### src/rtl/pipe_addsub_pkg.sv
// -----------------------------------------------------------------------------
// pipe_addsub_pkg
// Shared constants, types and helpers for the pipelined adder/subtractor.
//   DEF_WIDTH / DEF_CHUNK : default operand width and bits resolved per stage
//   calc_stages()         : number of pipeline stages for a WIDTH/CHUNK pair
//   stage_ctl_t           : per-stage valid / carry / sub bundle
// Optional feature macro: PIPE_ADDSUB_OVF_EN (see pipe_addsub.sv).
// -----------------------------------------------------------------------------
package pipe_addsub_pkg;

    localparam int DEF_WIDTH = 16;
    localparam int DEF_CHUNK = 4;

    function automatic int calc_stages(input int width, input int chunk);
        return width / chunk;
    endfunction

    typedef struct packed {
        logic valid;
        logic carry;
        logic sub;
    } stage_ctl_t;

endpackage

### src/rtl/pipe_addsub_if.sv
// -----------------------------------------------------------------------------
// pipe_addsub_if
// Operand / result handshake bundle for pipe_addsub.
//   InValid, InReady, A, B, CIn, Sub : operand side (producer -> adder)
//   OutValid, OutReady, S, COut, Ovf : result side (adder -> consumer)
// modport slave  : the adder
// modport master : the environment driving operands and accepting results
// Ovf exists only when PIPE_ADDSUB_OVF_EN is defined.
// -----------------------------------------------------------------------------
interface pipe_addsub_if #(
    parameter int WIDTH = pipe_addsub_pkg::DEF_WIDTH
);
    logic             InValid;
    logic             InReady;
    logic [WIDTH-1:0] A;
    logic [WIDTH-1:0] B;
    logic             CIn;
    logic             Sub;
    logic             OutValid;
    logic             OutReady;
    logic [WIDTH-1:0] S;
    logic             COut;
`ifdef PIPE_ADDSUB_OVF_EN
    logic             Ovf;

    modport slave (
        input  InValid, A, B, CIn, Sub, OutReady,
        output InReady, OutValid, S, COut, Ovf
    );
    modport master (
        output InValid, A, B, CIn, Sub, OutReady,
        input  InReady, OutValid, S, COut, Ovf
    );
`else
    modport slave (
        input  InValid, A, B, CIn, Sub, OutReady,
        output InReady, OutValid, S, COut
    );
    modport master (
        output InValid, A, B, CIn, Sub, OutReady,
        input  InReady, OutValid, S, COut
    );
`endif
endinterface

### src/rtl/pipe_addsub_chunk_adder.sv
// -----------------------------------------------------------------------------
// chunk_adder
// Combinational CHUNK-bit ripple-carry adder, one per pipeline stage.
//   a, b : CHUNK-bit addends
//   cin  : carry in
//   s    : CHUNK-bit sum
//   cout : carry out of the top bit
// -----------------------------------------------------------------------------
module chunk_adder #(
    parameter int CHUNK = 4
) (
    input  logic [CHUNK-1:0] a,
    input  logic [CHUNK-1:0] b,
    input  logic             cin,
    output logic [CHUNK-1:0] s,
    output logic             cout
);

    always_comb begin
        logic [CHUNK:0] c;
        c    = '0;
        s    = '0;
        c[0] = cin;
        for (int i = 0; i < CHUNK; i++) begin
            s[i]   = a[i] ^ b[i] ^ c[i];
            c[i+1] = (a[i] & b[i]) | (c[i] & (a[i] ^ b[i]));
        end
        cout = c[CHUNK];
    end

endmodule

### src/rtl/pipe_addsub.sv
// -----------------------------------------------------------------------------
// pipe_addsub
// Pipelined adder/subtractor. Operands are captured into an input row, then
// resolved CHUNK bits per stage with the carry registered between stages.
// The final row register drives the result outputs directly.
//   Clk   : clock, rising edge
//   Rst_n : synchronous active-low reset
//   bus   : pipe_addsub_if.slave (operand and result handshakes)
// Optional: define PIPE_ADDSUB_OVF_EN to add the registered signed-overflow
// output bus.Ovf.
//
// Row layout (STAGES rows feed the adders, one output row after them):
//   w_q[k]  : low CHUNK bits are the A slice for stage k; finished sum slices
//             are rotated in at the top, so after the last stage the word is S
//   b_q     : triangular store of unconsumed B slices, row k holds
//             WIDTH-k*CHUNK bits
// -----------------------------------------------------------------------------
module pipe_addsub
    import pipe_addsub_pkg::*;
#(
    parameter int WIDTH = DEF_WIDTH,
    parameter int CHUNK = DEF_CHUNK
) (
    input  logic         Clk,
    input  logic         Rst_n,
    pipe_addsub_if.slave bus
);

    // Offset of row k inside the triangular B store.
    function automatic int b_off(input int k);
        return k * WIDTH - (CHUNK * k * (k - 1)) / 2;
    endfunction

    localparam int STAGES = calc_stages(WIDTH, CHUNK);
    localparam int B_TOT  = b_off(STAGES);

    if (WIDTH % CHUNK != 0) begin : g_chk_div
        $error("pipe_addsub: WIDTH must be a multiple of CHUNK");
    end
    if (STAGES < 2) begin : g_chk_stages
        $error("pipe_addsub: WIDTH must span at least two chunks");
    end
    if ($bits(bus.A) != WIDTH) begin : g_chk_bus
        $error("pipe_addsub: interface WIDTH differs from module WIDTH");
    end

    logic                           adv;
    stage_ctl_t [STAGES-1:0]        ctl_q, ctl_d;
    logic [STAGES-1:0][WIDTH-1:0]   w_q, w_d;
    logic [B_TOT-1:0]               b_q, b_d;
    logic [STAGES-1:0][CHUNK-1:0]   sum;
    logic [STAGES-1:0]              cout;

    logic                           out_valid_q, out_valid_d;
    logic [WIDTH-1:0]               s_q, s_d;
    logic                           cout_q, cout_d;
`ifdef PIPE_ADDSUB_OVF_EN
    logic                           ovf_q, ovf_d;
`endif

    // Lock-step pipe: everything moves together or everything holds.
    assign adv         = !out_valid_q || bus.OutReady;
    assign bus.InReady = adv;

    // Input row. Stage 0 carry-in is forced to 1 for subtraction (A + ~B + 1).
    assign ctl_d[0]        = '{valid: bus.InValid, carry: bus.Sub | bus.CIn, sub: bus.Sub};
    assign w_d[0]          = bus.A;
    assign b_d[0 +: WIDTH] = bus.B;

    for (genvar k = 0; k < STAGES; k++) begin : g_stg
        localparam int OFF = b_off(k);
        localparam int RW  = WIDTH - k * CHUNK;

        logic [CHUNK-1:0] b_slice;

        assign b_slice = ctl_q[k].sub ? ~b_q[OFF +: CHUNK] : b_q[OFF +: CHUNK];

        chunk_adder #(
            .CHUNK (CHUNK)
        ) u_add (
            .a    (w_q[k][CHUNK-1:0]),
            .b    (b_slice),
            .cin  (ctl_q[k].carry),
            .s    (sum[k]),
            .cout (cout[k])
        );

        if (k < STAGES - 1) begin : g_fwd
            assign ctl_d[k+1] = '{valid: ctl_q[k].valid, carry: cout[k], sub: ctl_q[k].sub};
            assign w_d[k+1]   = {sum[k], w_q[k][WIDTH-1:CHUNK]};
            assign b_d[b_off(k+1) +: RW-CHUNK] = b_q[OFF+CHUNK +: RW-CHUNK];
        end else begin : g_last
            assign out_valid_d = ctl_q[k].valid;
            assign s_d         = {sum[k], w_q[k][WIDTH-1:CHUNK]};
            assign cout_d      = cout[k];
`ifdef PIPE_ADDSUB_OVF_EN
            // Carry into the MSB recovered from the MSB's own sum bit.
            assign ovf_d = (w_q[k][CHUNK-1] ^ b_slice[CHUNK-1] ^ sum[k][CHUNK-1]) ^ cout[k];
`endif
        end
    end

    always_ff @(posedge Clk) begin
        if (!Rst_n) begin
            ctl_q       <= '0;
            w_q         <= '0;
            b_q         <= '0;
            out_valid_q <= 1'b0;
            s_q         <= '0;
            cout_q      <= 1'b0;
`ifdef PIPE_ADDSUB_OVF_EN
            ovf_q       <= 1'b0;
`endif
        end else if (adv) begin
            ctl_q       <= ctl_d;
            w_q         <= w_d;
            b_q         <= b_d;
            out_valid_q <= out_valid_d;
            s_q         <= s_d;
            cout_q      <= cout_d;
`ifdef PIPE_ADDSUB_OVF_EN
            ovf_q       <= ovf_d;
`endif
        end
    end

    assign bus.OutValid = out_valid_q;
    assign bus.S        = s_q;
    assign bus.COut     = cout_q;
`ifdef PIPE_ADDSUB_OVF_EN
    assign bus.Ovf      = ovf_q;
`endif

endmodule

### src/flat_wrapper.sv
// flat-port wrapper written by rule: the top's interface ports become plain ports
module pipe_addsub_flat import pipe_addsub_pkg::*;
#(
    parameter int WIDTH = DEF_WIDTH,
    parameter int CHUNK = DEF_CHUNK
)
  (Clk, Rst_n, bus_InValid, bus_A, bus_B, bus_CIn, bus_Sub, bus_OutReady, bus_InReady, bus_OutValid, bus_S, bus_COut);
  pipe_addsub_if #(.WIDTH(WIDTH)) bus_i ();
  input  logic Clk;
  input  logic Rst_n;
  input wire logic [$bits(bus_i.InValid)-1:0] bus_InValid;
  input wire logic [$bits(bus_i.A)-1:0] bus_A;
  input wire logic [$bits(bus_i.B)-1:0] bus_B;
  input wire logic [$bits(bus_i.CIn)-1:0] bus_CIn;
  input wire logic [$bits(bus_i.Sub)-1:0] bus_Sub;
  input wire logic [$bits(bus_i.OutReady)-1:0] bus_OutReady;
  output wire logic [$bits(bus_i.InReady)-1:0] bus_InReady;
  output wire logic [$bits(bus_i.OutValid)-1:0] bus_OutValid;
  output wire logic [$bits(bus_i.S)-1:0] bus_S;
  output wire logic [$bits(bus_i.COut)-1:0] bus_COut;
  assign bus_i.InValid = bus_InValid;
  assign bus_i.A = bus_A;
  assign bus_i.B = bus_B;
  assign bus_i.CIn = bus_CIn;
  assign bus_i.Sub = bus_Sub;
  assign bus_i.OutReady = bus_OutReady;
  assign bus_InReady = bus_i.InReady;
  assign bus_OutValid = bus_i.OutValid;
  assign bus_S = bus_i.S;
  assign bus_COut = bus_i.COut;
  pipe_addsub #(.WIDTH(WIDTH), .CHUNK(CHUNK)) u_core (.Clk(Clk), .Rst_n(Rst_n), .bus(bus_i));
endmodule
### config.mk
export PLATFORM = sky130hd
export DESIGN_NAME = pipe_addsub_flat
export DESIGN_NICKNAME = d
export VERILOG_FILES = /design/src/rtl/pipe_addsub_pkg.sv /design/src/rtl/pipe_addsub_if.sv /design/src/rtl/pipe_addsub_chunk_adder.sv /design/src/rtl/pipe_addsub.sv /design/src/flat_wrapper.sv
export SDC_FILE = /design/constraint.sdc
export NUM_CORES = 1
export LEC_CHECK = 0
export BUFFER_PORTS_ARGS = -buffer_cell sky130_fd_sc_hd__buf_2
export CAP_MARGIN = 15
export CORE_ASPECT_RATIO = 2
export CORE_UTILIZATION = 40
export DETAILED_ROUTE_END_ITERATION = 6
export MAX_ROUTING_LAYER = met4
export PLACE_DENSITY_LB_ADDON = 0.2
export SLEW_MARGIN = 20
export SYNTH_ARGS = -nofsm -noshare
export SYNTH_HDL_FRONTEND = slang
export SYNTH_SLANG_ARGS = --single-unit
### constraint.sdc
create_clock -name Clk -period 4.1 [get_ports Clk]
set_input_delay 0.205 -clock Clk [delete_from_list [all_inputs] [get_ports Clk]]
set_output_delay 0.205 -clock Clk [all_outputs]
set_load 0.01 [all_outputs]
==> summary.txt <==
Outcome
  – Result of the run: completed

Pwr
  – Worst vdd ir: 0.000290 V
  – Total power: 3.05 mW
  – NetSw: 0.690 mW
  – Power Internal: 2.36 mW
  – Clock network fraction of design power: 48.2%
  – Share of power burned in registers: 46.1%
  – Logic gate share of total power: 5.8%
  – Leakage power total: 2.68 nW
  – Switching Fraction: 22.6%
  – Power density of the placed cells: 481 mW/mm^2

Logic synthesis
  – Per-instance average area after synthesis: 8.76 sq um
  – Post-Syn Area: 0.00554 sq mm
  – Warnings from Yosys: 0
  – Post-synthesis sequential element count: 134
  – Sequential element share of the synthesized area: 48.5%
  – Nets in the synthesized netlist: 686
  – Number of different library cells in the post-synthesis netlist: 18
  – Number of instances in the synthesized netlist: 632

Finish
  – Total inserted antenna cells: 0
  – Area growth from synthesis to final layout: 14.4%
  – Layout cell share with drive strength beyond 1: 13.8%
  – Count of nets after finishing: 717
  – Filler cell count: 1364

Timing
  – Clock period minus worst slack: 2.46 ns
  – Clock skew: 0.00659 ns
  – Max Slew Vio Count: 0
  – Number of hold violations in the final report: 0
  – Setup repair after global routing missed its margin: false
  – Setup violations, final: 0
  – Final period utilization: 60.1%
  – Relative slew slack: 45.1%
  – FMAX: 406 MHz
  – Worst Max-Slew Pin Slew: 0.824 ns
  – Setup total negative slack: 0 ns

Worst setup path
  – CP max-delay cell: dfxtp_1
  – Required time worst endpoint: 4.40 ns
  – Cell type with the highest occurrence count on the critical path: fa_1
  – Worst flop-to-flop path endpoint: u_core.w_d[43]
  – Worst Setup SP: u_core.ctl_d[3]
  – Register-to-Register Path Depth: 10
  – Startpoint Class: register
  – CP Class: register to register
  – Setup crit end: u_core.w_d[43]
  – CP Capture Type: register
  – Category of cells accounting for the largest share of critical-path delay: adder cells
  – Critical path cell sequence: xnor2_1 -> fa_1 -> inv_1 -> fa_1 -> inv_1 -> fa_1 -> inv_1 -> fa_1 -> nand2_1 -> a21boi_1
  – Path length in cells of the critical path: 10
  – Critical path buffers and inverters: 3
  – Critical register-to-register path startpoint: u_core.ctl_d[3]
  – Arrival @ worst endpoint: 2.76 ns
  – Maximum cell stage delay along the critical path: 0.46 ns
  – Worst reg-to-reg setup slack: 1.64 ns
  – Worst-path maximum fanout: 6

Place
  – Weighted congestion reported at the end of routability-driven placement: 0.823
  – Port Buffers: 56
  – Final HPWL from detailed placement: 6.79 mm

Detailed routing
  – Via count: 4022
  – Number of design-rule violations left by the first detailed-router iteration: 254
  – Post-route ant nets: 0
  – Number of iterations in the first detailed-routing pass: 4
  – Routed wl met2: 5.54 mm
  – Routed length on met3: 316 um
  – Total DRC errors in the routed layout: 0
  – Uppermost metal layer occupied by signal nets: met4
  – Average vias per placed instance: 4.85
  – Wire length the detailed router placed on met1: 4.56 mm
  – Avg WL per Cell: 12.8 um
  – Wire length after detailed routing: 10.7 mm

Hold path
  – Worst Min Path Start: bus_A[4]
  – Classification of the worst-slack hold path: input pin to register

Clock tree
  – Post-CTS repair timing setup buffer count: 0
  – Resized Gates After CTS: 0
  – Clock H-tree levels: 4
  – Clock insertion delay at the later pin of the skew report: 0.41 ns
  – Hold-fix buffers, CTS: 0
  – Total clock buffers created by CTS: 17
  – Clock sink total: 134
  – Root buffer cell: clkbuf_16
  – Maximum count of clock buffers along a single path: 2
  – Register clock-pin slew on the reported worst setup and hold paths: 0.06 ns
  – Clock tree from TritonCTS: built

Global routing
  – Global-route wire length before repair: 18.4 mm
  – Via count of the first global-routing pass: 3952
  – Maximum number of pins on one net before global-route repair: 135
  – Initial antenna violation count: 0
  – Tot GR Track Use: 16.9%
  – Total grt overflow: 0

Floorplanning
  – Num rows: 60
  – Starting utilization of the core area: 41.0%
  – Die width: 85.2 um
  – Num ports: 57
  – Core Region: 0.0135 sq mm
  – DIE HEIGHT: 168 um
  – Die footprint: 0.0143 sq mm

Flow run
  – Maximum capacitance violations: 0
[cell families after synthesis]
kind of cell             count (synthesis)  share of synthesized area (%)
adder cells (fa/ha/maj)                 16                           5.79
XOR/XNOR                                16                           2.53
AO/OA/AOI/OAI                          133                           18.4
buffers and inverters                   73                           6.92
flip-flops                             134                           48.5
AND/OR/NAND/NOR                        260                           17.9
[area by class of cell]
class	instances	area (sq um)	area share [%]
sequential	134	2680	42.4
multi-input combinational	425	2470	39.0
clock buffer	18	439	6.93
timing repair buffer	60	318	5.02
tap	155	194	3.06
clock inverter	13	134	2.11
inverter	25	96.3	1.52
[registers in the layout (all words and copies together), names as in the netlist]
signal and count:
u_core.w_d 36, u_core.bus.OutValid 1, u_core.bus.COut 1, u_core.out_valid_d 1
u_core.ctl_q 5, u_core.b_q 40, u_core.ctl_d 6, u_core.s_d 12
u_core.w_q 16, u_core.bus.S 16
[placed cells by master, fill, tap and decap left out]
master	synthesis	final
nor2_1	1	1
clkinvlp_4	0	3
nor3b_1	1	1
nand2_1	256	256
clkinv_4	0	3
clkbuf_8	0	1
clkinv_2	0	5
fa_1	16	16
xor2_1	8	8
buf_6	11	2
nor2b_4	1	1
o21a_1	1	1
a21boi_1	70	70
buf_4	0	2
buf_2	19	56
o211a_1	8	8
dfxtp_1	134	134
xnor2_1	8	8
inv_1	24	24
a21boi_0	54	54
bufinv_16	0	2
clkbuf_16	0	17
inv_4	1	1
nor3_1	1	1
[through the flow]
stage	hold WS, ns	std cells	cell area [sq um]	setup slack, ns	util (%)
CTS	0.0149	830	6330	1.62	46.8
detailed placement	0.442	799	5750	1.63	42.6
floorplan	0.344	632	5540	1.68	-
global route	0.0237	830	6330	1.43	46.9
global placement	0.437	799	5750	1.73	42.6
finish	0.0297	830	6330	1.64	46.9
[worst reg2reg max path: stages (launching register included)]
cell      delay [ns]
dfxtp_1         0.46
xnor2_1         0.14
fa_1            0.44
inv_1           0.09
fa_1            0.17
inv_1           0.05
fa_1            0.38
inv_1           0.09
fa_1            0.41
nand2_1         0.06
a21boi_1        0.06
[power by group through the flow]
stage	registers, mW	clock network (mW)	logic (mW)
after global placement	1.43	0	0.175
after detailed placement	1.43	0	0.178
after CTS	1.40	1.50	0.181
after global routing	1.41	1.55	0.204
after floorplan	1.42	0	0.126
final	1.40	1.47	0.175
[synthesized netlist by cell type]
library cell / count / area, sq um
nand2_1: 256 / 961
dfxtp_1: 134 / 2680
a21boi_1: 70 / 526
a21boi_0: 54 / 405
inv_1: 24 / 90.1
buf_2: 19 / 95.1
clkbuf_1: 18 / 67.6
fa_1: 16 / 320
buf_6: 11 / 124
o211a_1: 8 / 80.1
xnor2_1: 8 / 70.1
xor2_1: 8 / 70.1
inv_4: 1 / 6.26
nor2_1: 1 / 3.75
nor2b_4: 1 / 13.8
nor3_1: 1 / 5.00
nor3b_1: 1 / 7.51
o21a_1: 1 / 7.51
[worst min path at each step]
stage / endpoint / slack [ns] / cells after the start
after floorplan: u_core.ctl_d[3] / 0.34 / 2
after global placement: u_core.bus.COut / 0.44 / 2
after detailed placement: u_core.b_q[26] / 0.44 / 2
after CTS: u_core.w_d[26] / 0.01 / 3
after global routing: u_core.w_d[23] / 0.02 / 3
final: u_core.w_d[16] / 0.03 / 3
[per-layer routing]
metal | track usage [%] | up-vias
met3 | 4.02 | 19
met5 | - | -
met4 | 7.96 | 0
met1 | 18.2 | 1881
met2 | 28.9 | 60
li1 | - | 2062
Power figures use the tool's default switching activity.
